<file path="src/rtl/sequence_player.sv">
// Plays a stored colour sequence on four LEDs: fetch a code, light its LED for the
// speed-selected on-time, stay dark for a gap, repeat until seq_len colours are shown.
module sequence_player #(
    parameter int COLOR_CODEFY_W = 2,
    parameter int ADDR_WIDTH     = 5,
    parameter int ON_CYCLES_SLOW = 4,
    parameter int ON_CYCLES_FAST = 2,
    parameter int GAP_CYCLES     = 2
) (
    input  logic                      clk,
    input  logic                      rst,
    input  logic                      start,
    input  logic                      abort,
    input  logic                      speed,
    input  logic [ADDR_WIDTH:0]       seq_len,
    output logic                      mem_rd_en,
    output logic [ADDR_WIDTH-1:0]     mem_addr,
    input  logic [COLOR_CODEFY_W-1:0] mem_rd_data,
    output logic                      led_green,
    output logic                      led_red,
    output logic                      led_blue,
    output logic                      led_yellow,
    output logic                      busy,
    output logic                      done
);

    localparam int MAX_ON  = (ON_CYCLES_SLOW > ON_CYCLES_FAST) ? ON_CYCLES_SLOW : ON_CYCLES_FAST;
    localparam int MAX_CYC = (MAX_ON > GAP_CYCLES) ? MAX_ON : GAP_CYCLES;
    localparam int CNT_W   = $clog2(MAX_CYC + 1);

    localparam logic [CNT_W-1:0] CNT_ONE  = CNT_W'(1);
    localparam logic [CNT_W-1:0] ON_SLOW  = CNT_W'(ON_CYCLES_SLOW);
    localparam logic [CNT_W-1:0] ON_FAST  = CNT_W'(ON_CYCLES_FAST);
    localparam logic [CNT_W-1:0] GAP_LOAD = CNT_W'(GAP_CYCLES);
    localparam logic [ADDR_WIDTH:0] LEN_ONE = (ADDR_WIDTH + 1)'(1);

    localparam logic [2:0] ST_IDLE  = 3'd0;
    localparam logic [2:0] ST_FETCH = 3'd1;
    localparam logic [2:0] ST_LATCH = 3'd2;
    localparam logic [2:0] ST_ON    = 3'd3;
    localparam logic [2:0] ST_GAP   = 3'd4;
    localparam logic [2:0] ST_DONE  = 3'd5;

    logic [2:0]                state_q, state_d;
    logic [CNT_W-1:0]          cnt_q, cnt_d;
    logic [ADDR_WIDTH-1:0]     index_q, index_d;
    logic [ADDR_WIDTH:0]       len_q, len_d;
    logic                      speed_q, speed_d;
    logic [COLOR_CODEFY_W-1:0] colour_q, colour_d;
    logic                      last_colour;

    assign last_colour = ({1'b0, index_q} == (len_q - LEN_ONE));

    always_comb begin
        state_d  = state_q;
        cnt_d    = cnt_q;
        index_d  = index_q;
        len_d    = len_q;
        speed_d  = speed_q;
        colour_d = colour_q;
        case (state_q)
            ST_IDLE: begin
                if (start && !abort) begin
                    if (seq_len == '0) begin
                        state_d = ST_DONE;
                    end else begin
                        state_d = ST_FETCH;
                        len_d   = seq_len;
                        speed_d = speed;
                        index_d = '0;
                    end
                end
            end
            ST_FETCH: state_d = ST_LATCH;
            ST_LATCH: begin
                colour_d = mem_rd_data;
                cnt_d    = speed_q ? ON_FAST : ON_SLOW;
                state_d  = ST_ON;
            end
            ST_ON: begin
                if (cnt_q == CNT_ONE) begin
                    cnt_d   = GAP_LOAD;
                    state_d = ST_GAP;
                end else begin
                    cnt_d = cnt_q - CNT_ONE;
                end
            end
            ST_GAP: begin
                if (cnt_q != CNT_ONE) begin
                    cnt_d = cnt_q - CNT_ONE;
                end else if (last_colour) begin
                    state_d = ST_DONE;
                end else begin
                    index_d = index_q + ADDR_WIDTH'(1);
                    state_d = ST_FETCH;
                end
            end
            ST_DONE: state_d = ST_IDLE;
            default: state_d = ST_IDLE;
        endcase
        // abort overrides every transition, including a start in the same cycle
        if (abort) begin
            state_d = ST_IDLE;
        end
    end

    always_ff @(posedge clk) begin
        if (rst) begin
            state_q  <= ST_IDLE;
            cnt_q    <= '0;
            index_q  <= '0;
            len_q    <= '0;
            speed_q  <= 1'b0;
            colour_q <= '0;
        end else begin
            state_q  <= state_d;
            cnt_q    <= cnt_d;
            index_q  <= index_d;
            len_q    <= len_d;
            speed_q  <= speed_d;
            colour_q <= colour_d;
        end
    end

    // index only changes on the way into FETCH, so it doubles as the held read address
    assign mem_addr   = index_q;
    assign mem_rd_en  = (state_q == ST_FETCH);
    assign busy       = (state_q == ST_FETCH) || (state_q == ST_LATCH) ||
                        (state_q == ST_ON)    || (state_q == ST_GAP);
    assign done       = (state_q == ST_DONE);
    assign led_green  = (state_q == ST_ON) && (colour_q == COLOR_CODEFY_W'(0));
    assign led_red    = (state_q == ST_ON) && (colour_q == COLOR_CODEFY_W'(1));
    assign led_blue   = (state_q == ST_ON) && (colour_q == COLOR_CODEFY_W'(2));
    assign led_yellow = (state_q == ST_ON) && (colour_q == COLOR_CODEFY_W'(3));

endmodule

</file>
<file path="config.mk">
export PLATFORM = sky130hd
export DESIGN_NAME = sequence_player
export DESIGN_NICKNAME = d
export VERILOG_FILES = /design/src/rtl/sequence_player.sv
export SDC_FILE = /design/constraint.sdc
export NUM_CORES = 1
export LEC_CHECK = 0
export ABC_AREA = 0
export BUFFER_PORTS_ARGS = -buffer_cell sky130_fd_sc_hd__clkbuf_2
export CORE_UTILIZATION = 45
export CTS_BUF_LIST = sky130_fd_sc_hd__clkbuf_8
export CTS_CLUSTER_SIZE = 8
export DETAILED_ROUTE_END_ITERATION = 6
export PLACE_DENSITY = 0.68
export SYNTH_ARGS = -nofsm -noshare
export SYNTH_HDL_FRONTEND = slang
export SYNTH_SLANG_ARGS = --single-unit
</file>
<file path="constraint.sdc">
create_clock -name clk -period 5.3 [get_ports clk]
set_input_delay 0.795 -clock clk [delete_from_list [all_inputs] [get_ports clk]]
set_output_delay 0.795 -clock clk [all_outputs]
set_load 0.05 [all_outputs]
</file>
==> qor.csv, run 1 <==
metric,value,unit
port bufs,24,
Slew headroom,55.6,%
hold crit path type,reg2reg,
Peak VDD IR,185,uV
Routed WL,2870,um
"EDFF count, synth",0,
PwrDens,237,nW/um^2
setup TNS,0,ps
die span in y,56.2,um
CTS root buffer,clkbuf_8,
wire per inst,13.3,um
area of the core,2760,um^2
Tcrit/Tclk final,50.2,%
clock buffer count from CTS,3,
dpl hpwl,2180,um
CTS tree,done,
grt total ovfl,0,
Critical Path RT,4510,ps
hold_buf cts,0,
yosys warns,0,
status,completed,
kind of end point of the critical path,output pin,
worst skew pair latency,260,ps
final setup fails,0,
H-Tree Depth,1,
Worst Tran Pin Value,660,ps
leakage,0.608,nW
Final Max Tran Viols,0,
crit-path max FO,16,
ys flop type,dfxtp_1,
critical path class,reg2out,
Cells after Synth,164,
CTS max path bufs,2,
Die X,56.2,um
First-pass DRT Iterations,4,
min Tclk post-route,2660,ps
Startpoint Class,flip-flop,
initial antenna violation count,0,
Achievable Freq,376,MHz
clock sinks,20,
# Post-CTS Setup Buffers,0,
Remaining DRCs,0,
Netlist cell types,45,
max cap viols,0,
gpl congestion,0.819,
global-route usage over all layers,19.2,%
Netlist Area Pre-Place,1320,um^2
maximum number of pins on one net before global-route repair,20,
Antenna Violating Nets Remaining,0,
vias per cell,5.80,
RSZ-0062 raised after global routing,false,
die area,3150,um^2
I/O pin total,25,
mean post-synth cell area,8.05,um^2
antenna cells,0,
vias in the first global route,1161,
DR vias,1247,
Post-Syn Nets,181,
Worst EP arrival,1870,ps
share of cells above drive strength 1,22.8,%
Final Hold Viols,0,
fin cells,215,
initial DRC count,43,
layout net count,202,
async set-reset flop share out of synthesis,0,%
post-synthesis sequential area ratio,30.3,%
# resized after CTS,0,
first-pass GRT wire length,4910,um
Final Skew,10.5,ps
post-synthesis register bit count,20,
clk slew on worst S/H paths,80,ps
Rows,19,
Post-Place Cells,211,
area grow syn2layout,14.5,%
initial core utilization,47.9,%
-- final timing paths --
kind,to,cells past startpoint,from,slack (ps)
worst max-delay path,led_blue,4,state_q[1],2640
worst min-delay path,cnt_q[1],2,cnt_q[1],460
worst max register to register,mem_addr[4],5,state_q[2],3250
worst min register to register,cnt_q[1],2,cnt_q[1],460
-- report_power, final --
part / internal, mW / switching [mW] / leakage (nW)
clock network: 0.101 / 0.0537 / 0.0357
registers: 0.154 / 0.00501 / 0.162
logic: 0.0189 / 0.0263 / 0.411
-- area by class of cell --
cell class,instances,area [um^2]
fill,255,1250
clock inverter,1,30.0
sequential,20,400
inverter,7,26.3
clock buffer,3,41.3
multi-input combinational,129,855
tap,31,38.8
timing repair buffer,24,120
-- synth_stat cells (3+ instances only) --
library cell  instances  area, um^2
a22oi_1               4        30.0
a21oi_1              14        70.1
nor2b_1               5        31.3
a31oi_1               4        25.0
nand3_1               5        25.0
inv_1                 7        26.3
mux2i_1               3        30.0
nand2_1              17        63.8
dfxtp_1              20         400
ha_1                  4        50.1
nor3b_1               4        30.0
o21bai_1              3        22.5
o22ai_1               4        25.0
nor3_1                5        25.0
xnor2_1               5        43.8
clkbuf_1              6        22.5
o21ai_0               5        25.0
nor2_1               15        56.3
-- cells by family (layout without fill, tap and decap cells) --
logic type / count (synthesis) / in the layout / share of synthesized area [%]
AND/OR/NAND/NOR: 69 / 69 / 28.0
buffers and inverters: 15 / 35 / 4.93
XOR/XNOR: 7 / 7 / 4.64
flip-flops: 20 / 20 / 30.3
adder cells (fa/ha/maj): 4 / 4 / 3.79
AO/OA/AOI/OAI: 46 / 46 / 26.1
multiplexers: 3 / 3 / 2.27
-- registers in the layout (all words and copies together) (netlist names) --
name and count:
len_q 6, mem_addr 5, cnt_q 3, state_q 3, colour_q 2, speed_q 1
-- worst max-delay path: stages (launching register included) --
cell and delay (ps):
dfxtp_1 640, nor2b_1 290, nand2_1 140, nor3b_1 230, clkbuf_2 300
-- through the flow --
stage / util (%) / cell area, um^2 / power (mW) / hold WS (ps) / setup WS [ps]
after floorplan: - / 1320 / 0.195 / 432 / 2520
after global placement: 52.2 / 1440 / 0.205 / 444 / 3010
after detailed placement: 52.2 / 1440 / 0.207 / 450 / 2950
after CTS: 54.8 / 1510 / 0.361 / 462 / 2660
after global routing: 54.8 / 1510 / 0.373 / 495 / 2460
final: 54.8 / 1510 / 0.358 / 459 / 2640
-- placed cells by master, fill, tap and decap left out, drive strengths merged, types with 3 or more instances in the layout --
| cell | netlist | final |
|---|---|---|
| nor2b | 5 | 5 |
| o21ai | 5 | 5 |
| ha | 4 | 4 |
| dfxtp | 20 | 20 |
| nand2 | 17 | 17 |
| o21bai | 3 | 3 |
| clkbuf | 6 | 27 |
| a31oi | 4 | 4 |
| a22oi | 4 | 4 |
| nand3 | 5 | 5 |
| inv | 7 | 7 |
| mux2i | 3 | 3 |
| nor3 | 7 | 7 |
| nor2 | 16 | 16 |
| o22ai | 5 | 5 |
| a21oi | 15 | 15 |
| xnor2 | 5 | 5 |
| nor3b | 4 | 4 |
-- per-layer routing --
layer | GRT usage [%] | share of wire [%] | vias to the layer above
met3 | 2.79 | 2.9 | 6
met1 | 24.0 | 47 | 586
li1 | - | - | 630
met5 | 0 | 0 | -
met4 | 8.36 | 1.6 | 0
met2 | 32.8 | 49 | 25
No activity file was read; power rests on OpenSTA's default activity.
==> run 2: changes to the inputs <==
--- a/config.mk
+++ b/config.mk
@@ -11,7 +11,7 @@
 export CTS_BUF_LIST = sky130_fd_sc_hd__clkbuf_8
 export CTS_CLUSTER_SIZE = 8
 export DETAILED_ROUTE_END_ITERATION = 6
-export PLACE_DENSITY = 0.68
+export PLACE_DENSITY = 0.71
 export SYNTH_ARGS = -nofsm -noshare
 export SYNTH_HDL_FRONTEND = slang
 export SYNTH_SLANG_ARGS = --single-unit
==> constraint.sdc (replaced) <==
create_clock -name clk -period 2.2 [get_ports clk]
set_input_delay 0.33 -clock clk [delete_from_list [all_inputs] [get_ports clk]]
set_output_delay 0.33 -clock clk [all_outputs]
set_load 0.05 [all_outputs]
==> qor.csv, run 2 (synthesis gave the netlist of run 1 again) <==
metric,value,unit,change
clock sinks,20,,unchanged
Die X,56.2,um,unchanged
fin cells,218,,+1.4%
initial antenna violation count,0,,unchanged
hold path startpoint,speed,,
gpl congestion,0.841,,+2.7%
initial DRC count,45,,+4.7%
Critical Path RT,1870,ps,-2640 ps
Rows,19,,unchanged
RSZ-0062 raised after global routing,false,,
clk slew on worst S/H paths,80,ps,about the same
clock buffer count from CTS,3,,unchanged
final setup fails,0,,unchanged
Tcrit/Tclk final,93.6,%,
multi-input logic area,865,um^2,+1.2%
CTS max path bufs,2,,unchanged
FF-to-FF Start,state_q[2],,
Reg with most FFs,len_q,,
layout net count,205,,+1.5%
"most common cell after layout, fill and taps aside",clkbuf_2,,
die span in y,56.2,um,unchanged
Worst Tran Pin Value,435,ps,-225 ps
overall power,0.862,mW,+140%
kind of end point of the critical path,output pin,,
most frequent cells in the layout,"clkbuf_2, dfxtp_1, nand2_1",,
CTS root buffer,clkbuf_8,,
crit-path max FO,9,,-7
H-Tree Depth,1,,unchanged
register area,402,um^2,+0.31%
port bufs,24,,unchanged
Fill cells,264,,+3.5%
CTS tree,done,,
setup slack at placement,273,ps,-2680 ps
maximum number of pins on one net before global-route repair,20,,unchanged
min Tclk post-route,2060,ps,
grt total ovfl,0,,unchanged
"Core Util, Final",56.0,%,+1.2 points
Post-DP Area,1470,um^2,+2.3%
First-pass DRT Iterations,4,,unchanged
Peak VDD IR,480,uV,+160%
Remaining DRCs,0,,unchanged
critical path class,reg2out,,
max cap viols,0,,unchanged
initial core utilization,47.9,%,unchanged
antenna cells,0,,unchanged
worst skew pair latency,260,ps,about the same
vias per cell,5.67,,-2.3%
Final Hold Viols,0,,unchanged
status,completed,,
PwrDens,558,nW/um^2,+140%
Antenna Violating Nets Remaining,0,,unchanged
Final Skew,5.63,ps,-4.88 ps
global-route usage over all layers,19.1,%,-0.097 points
Slew headroom,70.8,%,+15 points
fin area,1550,um^2,+2.2%
vias in the first global route,1098,,-5.4%
final setup margin,141,ps,-2500 ps
Largest register FFs,6,,unchanged
Post-Place Cells,214,,+1.4%
hold crit path type,in2reg,,
area of the core,2760,um^2,unchanged
Routed WL,2970,um,+3.6%
Startpoint Class,flip-flop,,
die area,3150,um^2,unchanged
Worst EP arrival,1730,ps,-140 ps
Crit. Startpoint,state_q[2],,
dpl hpwl,2250,um,+2.9%
wire per inst,13.6,um,+2.1%
Achievable Freq,486,MHz,
I/O pin total,25,,unchanged
share of cells above drive strength 1,25.7,%,+2.8 points
DR vias,1235,,-0.96%
hold_buf cts,0,,unchanged
first-pass GRT wire length,4780,um,-2.5%
leakage,0.626,nW,+2.9%
Final Max Tran Viols,0,,unchanged
area grow syn2layout,17.1,%,
## run 2: cell count changes in the layout (fill, tap and decap cells not counted)
cell,previous run,this run
buf_4,0,3
nor3b_1,4,2
nor3b_2,0,2
buf_2,0,1
clkbuf_2,24,23
dfxtp_1,20,19
dfxtp_2,0,1
## run 2: through the flow
step           setup TNS, ps  hold slack [ps]
5_1_grt                    0              324
2_1_floorplan          -17.0              432
4_1_cts                    0              292
3_5_place_dp               0              454
6_report                   0              295
3_3_place_gp               0              442
## run 2: layer usage
layer  global-route usage, %  vias up  part of all wire [%]
li1                        -      634                     -
met1                    24.2      573                    47
met2                    32.7       23                    49
met3                    2.79        5                   2.5
met4                    7.32        0                   1.6
met5                       0        -                     0
## run 2: report_power, final
| group | total [mW] | switching (mW) | internal [mW] |
|---|---|---|---|
| Combinational | 0.112 | 0.0646 | 0.0470 |
| Clock | 0.370 | 0.127 | 0.243 |
| Sequential | 0.380 | 0.0103 | 0.370 |
| Total | 0.862 | 0.202 | 0.660 |
## run 2: repair_timing
item / in CTS / in global routing
gates resized for setup: 0 / 2
endpoints found under the setup margin: 0 / 4
buffers inserted: 0 / 0
## run 2: final timing paths
check	cells past startpoint	slack, ps	endpoint
worst min-delay path	3	300	speed_q
worst max register to register	6	290	cnt_q[1]
worst max-delay path	5	140	led_blue
worst min register to register	2	460	cnt_q[1]
## run 2: layout make-up
class	instances	area share, %
Clock buffer	3	2.67
Clock inverter	1	1.94
Inverter	7	1.70
Multi-Input combinational cell	129	56.0
Sequential cell	20	26.0
Tap cell	31	2.51
Timing Repair Buffer	27	9.23
## run 2: worst max-delay path, stage by stage, from the launching register on
cell and delay [ps]:
dfxtp_1 400, buf_4 210, nor2b_1 210, nand2_1 160, nor3b_2 200, buf_2 280
==> run 3: changes to the inputs <==
--- a/config.mk
+++ b/config.mk
@@ -11,7 +11,8 @@
 export CTS_BUF_LIST = sky130_fd_sc_hd__clkbuf_8
 export CTS_CLUSTER_SIZE = 8
 export DETAILED_ROUTE_END_ITERATION = 6
-export PLACE_DENSITY = 0.71
+export PLACE_DENSITY = 0.67
+export RECOVER_POWER = 50
 export SYNTH_ARGS = -nofsm -noshare
 export SYNTH_HDL_FRONTEND = slang
 export SYNTH_SLANG_ARGS = --single-unit
==> constraint.sdc (replaced) <==
create_clock -name clk -period 1.9 [get_ports clk]
set_input_delay 0.285 -clock clk [delete_from_list [all_inputs] [get_ports clk]]
set_output_delay 0.285 -clock clk [all_outputs]
set_load 0.05 [all_outputs]
==> qor.csv, run 3 (synthesis gave the netlist of run 1 again) <==
metric,value,unit,change
status,completed,,
final setup fails,0,,unchanged
Worst Tran Pin Value,592,ps,+157 ps
multi-input logic area,900,um^2,+4.1%
leakage,0.635,nW,+1.5%
CTS max path bufs,2,,unchanged
Die X,56.2,um,unchanged
Remaining DRCs,0,,unchanged
hold path startpoint,speed,,
dpl hpwl,2340,um,+4.1%
clock power share,35.8,%,-7.1 points
PwrDens,567,nW/um^2,+1.6%
RSZ-0062 raised after global routing,false,,
FF-to-FF Start,len_q[1],,
crit-path cells,buf_4 > nor2b_2 > nand2_1 > nor3b_2 > clkbuf_4,,
"most common cell after layout, fill and taps aside",dfxtp_1,,
Achievable Freq,549,MHz,
Startpoint Class,flip-flop,,
most frequent cells in the layout,"dfxtp_1, nand2_1, clkbuf_2",,
cell family with most CP delay,simple AND/OR/NAND/NOR gates,,
crit-path max FO,9,,unchanged
Routed WL,3010,um,+1.2%
share of cells above drive strength 1,27.1,%,+1.4 points
Crit. Startpoint,state_q[2],,
sw frac,25.5,%,+2.1 points
initial core utilization,47.9,%,unchanged
clock buffer count from CTS,3,,unchanged
area grow syn2layout,21.1,%,
Worst EP arrival,1540,ps,-190 ps
clk slew on worst S/H paths,70,ps,about the same
critical path class,reg2out,,
Antenna Violating Nets Remaining,0,,unchanged
hold crit path type,in2reg,,
Peak VDD IR,579,uV,+21%
min Tclk post-route,1820,ps,
First-pass DRT Iterations,5,,+1
Net Switching,0.231,mW,+14%
CTS root buffer,clkbuf_8,,
cell-internal power,0.675,mW,+2.3%
vias per cell,5.77,,+1.9%
port bufs,24,,unchanged
clock sinks,20,,unchanged
setup TNS,0,ps,unchanged
global-route usage over all layers,20.8,%,+1.6 points
first-pass GRT wire length,5270,um,+10%
WHS,251,ps,-43.8 ps
max cap viols,0,,unchanged
initial antenna violation count,0,,unchanged
overall power,0.906,mW,+5.1%
Reg with most FFs,len_q,,
Slew headroom,60.7,%,-10 points
Logic pwr share,15.8,%,+2.9 points
wire per inst,13.5,um,-1.0%
Final Hold Viols,0,,unchanged
"Largest stage delay, worst path",330,ps,-70 ps
I/O pin total,25,,unchanged
DR vias,1287,,+4.2%
"Core Util, Final",58.0,%,+2.0 points
sequential power share,48.5,%,+4.4 points
Critical Path RT,1620,ps,-250 ps
gpl congestion,0.866,,+3.0%
Final Max Tran Viols,0,,unchanged
worst skew pair latency,260,ps,about the same
H-Tree Depth,1,,unchanged
Final Skew,1.83,ps,-3.80 ps
vias in the first global route,1193,,+8.7%
die area,3150,um^2,unchanged
die span in y,56.2,um,unchanged
register area,402,um^2,unchanged
Tcrit/Tclk final,95.9,%,
area of the core,2760,um^2,unchanged
grt total ovfl,0,,unchanged
CTS tree,done,,
final setup margin,78.3,ps,-62.7 ps
Rows,19,,unchanged
kind of end point of the critical path,output pin,,
CP max-delay cell,dfxtp_1,,
layout net count,210,,+2.4%
# Post-CTS Setup Buffers,0,,unchanged
antenna cells,0,,unchanged
Fill cells,263,,-0.38%
maximum number of pins on one net before global-route repair,20,,unchanged
Largest register FFs,6,,unchanged
"Buf+Inv Stages, Crit Path",2,,unchanged
initial DRC count,74,,+64%
setup slack at placement,54.7,ps,-218 ps
==> run 3: worst paths after layout <==
kind / endpoint / slack (ps) / cells after the start
max: led_blue / 80 / 5
min: speed_q / 250 / 3
max reg2reg: mem_addr[4] / 130 / 7
min reg2reg: speed_q / 470 / 2
==> run 3: tightest hold or removal path: stages <==
cell and delay [ps]:
clkbuf_2 80, nand2_1 50, a21oi_1 50
==> run 3: layout make-up <==
cell class                      count  area share [%]
Clock buffer                        4            3.44
Inverter                            7            1.64
Multi-Input combinational cell    129            56.3
Sequential cell                    20            25.1
Tap cell                           31            2.43
Timing Repair Buffer               32            11.1
==> run 3: timing repair <==
action | in CTS | in global routing
endpoints found under the setup margin | 2 | 4
gates resized for setup | 3 | 4
hold buffers | 0 | 0
gates cloned | 0 | 0
==> run 3: layer usage <==
layer	wire (um)	GRT usage [%]	share of wire (%)	up-vias
li1	-	-	-	644
met1	1340	26.5	44	602
met2	1480	34.2	49	32
met3	111	2.79	3.7	9
met4	79	10.5	2.6	0
met5	0	0	0	-
==> run 3: power groups by stage <==
stage                     combinational (mW)  sequential, mW  clock [mW]
after floorplan                       0.0981           0.446           0
after global placement                 0.132           0.448           0
after detailed placement               0.136           0.448           0
after CTS                              0.137           0.439       0.332
after global routing                   0.159           0.441       0.350
final                                  0.143           0.439       0.324
==> run 3: per-stage QoR <==
stage | cell area (um^2) | cells
2_1_floorplan | 1350 | 164
3_3_place_gp | 1530 | 219
3_5_place_dp | 1530 | 219
4_1_cts | 1590 | 223
5_1_grt | 1600 | 223
6_report | 1600 | 223
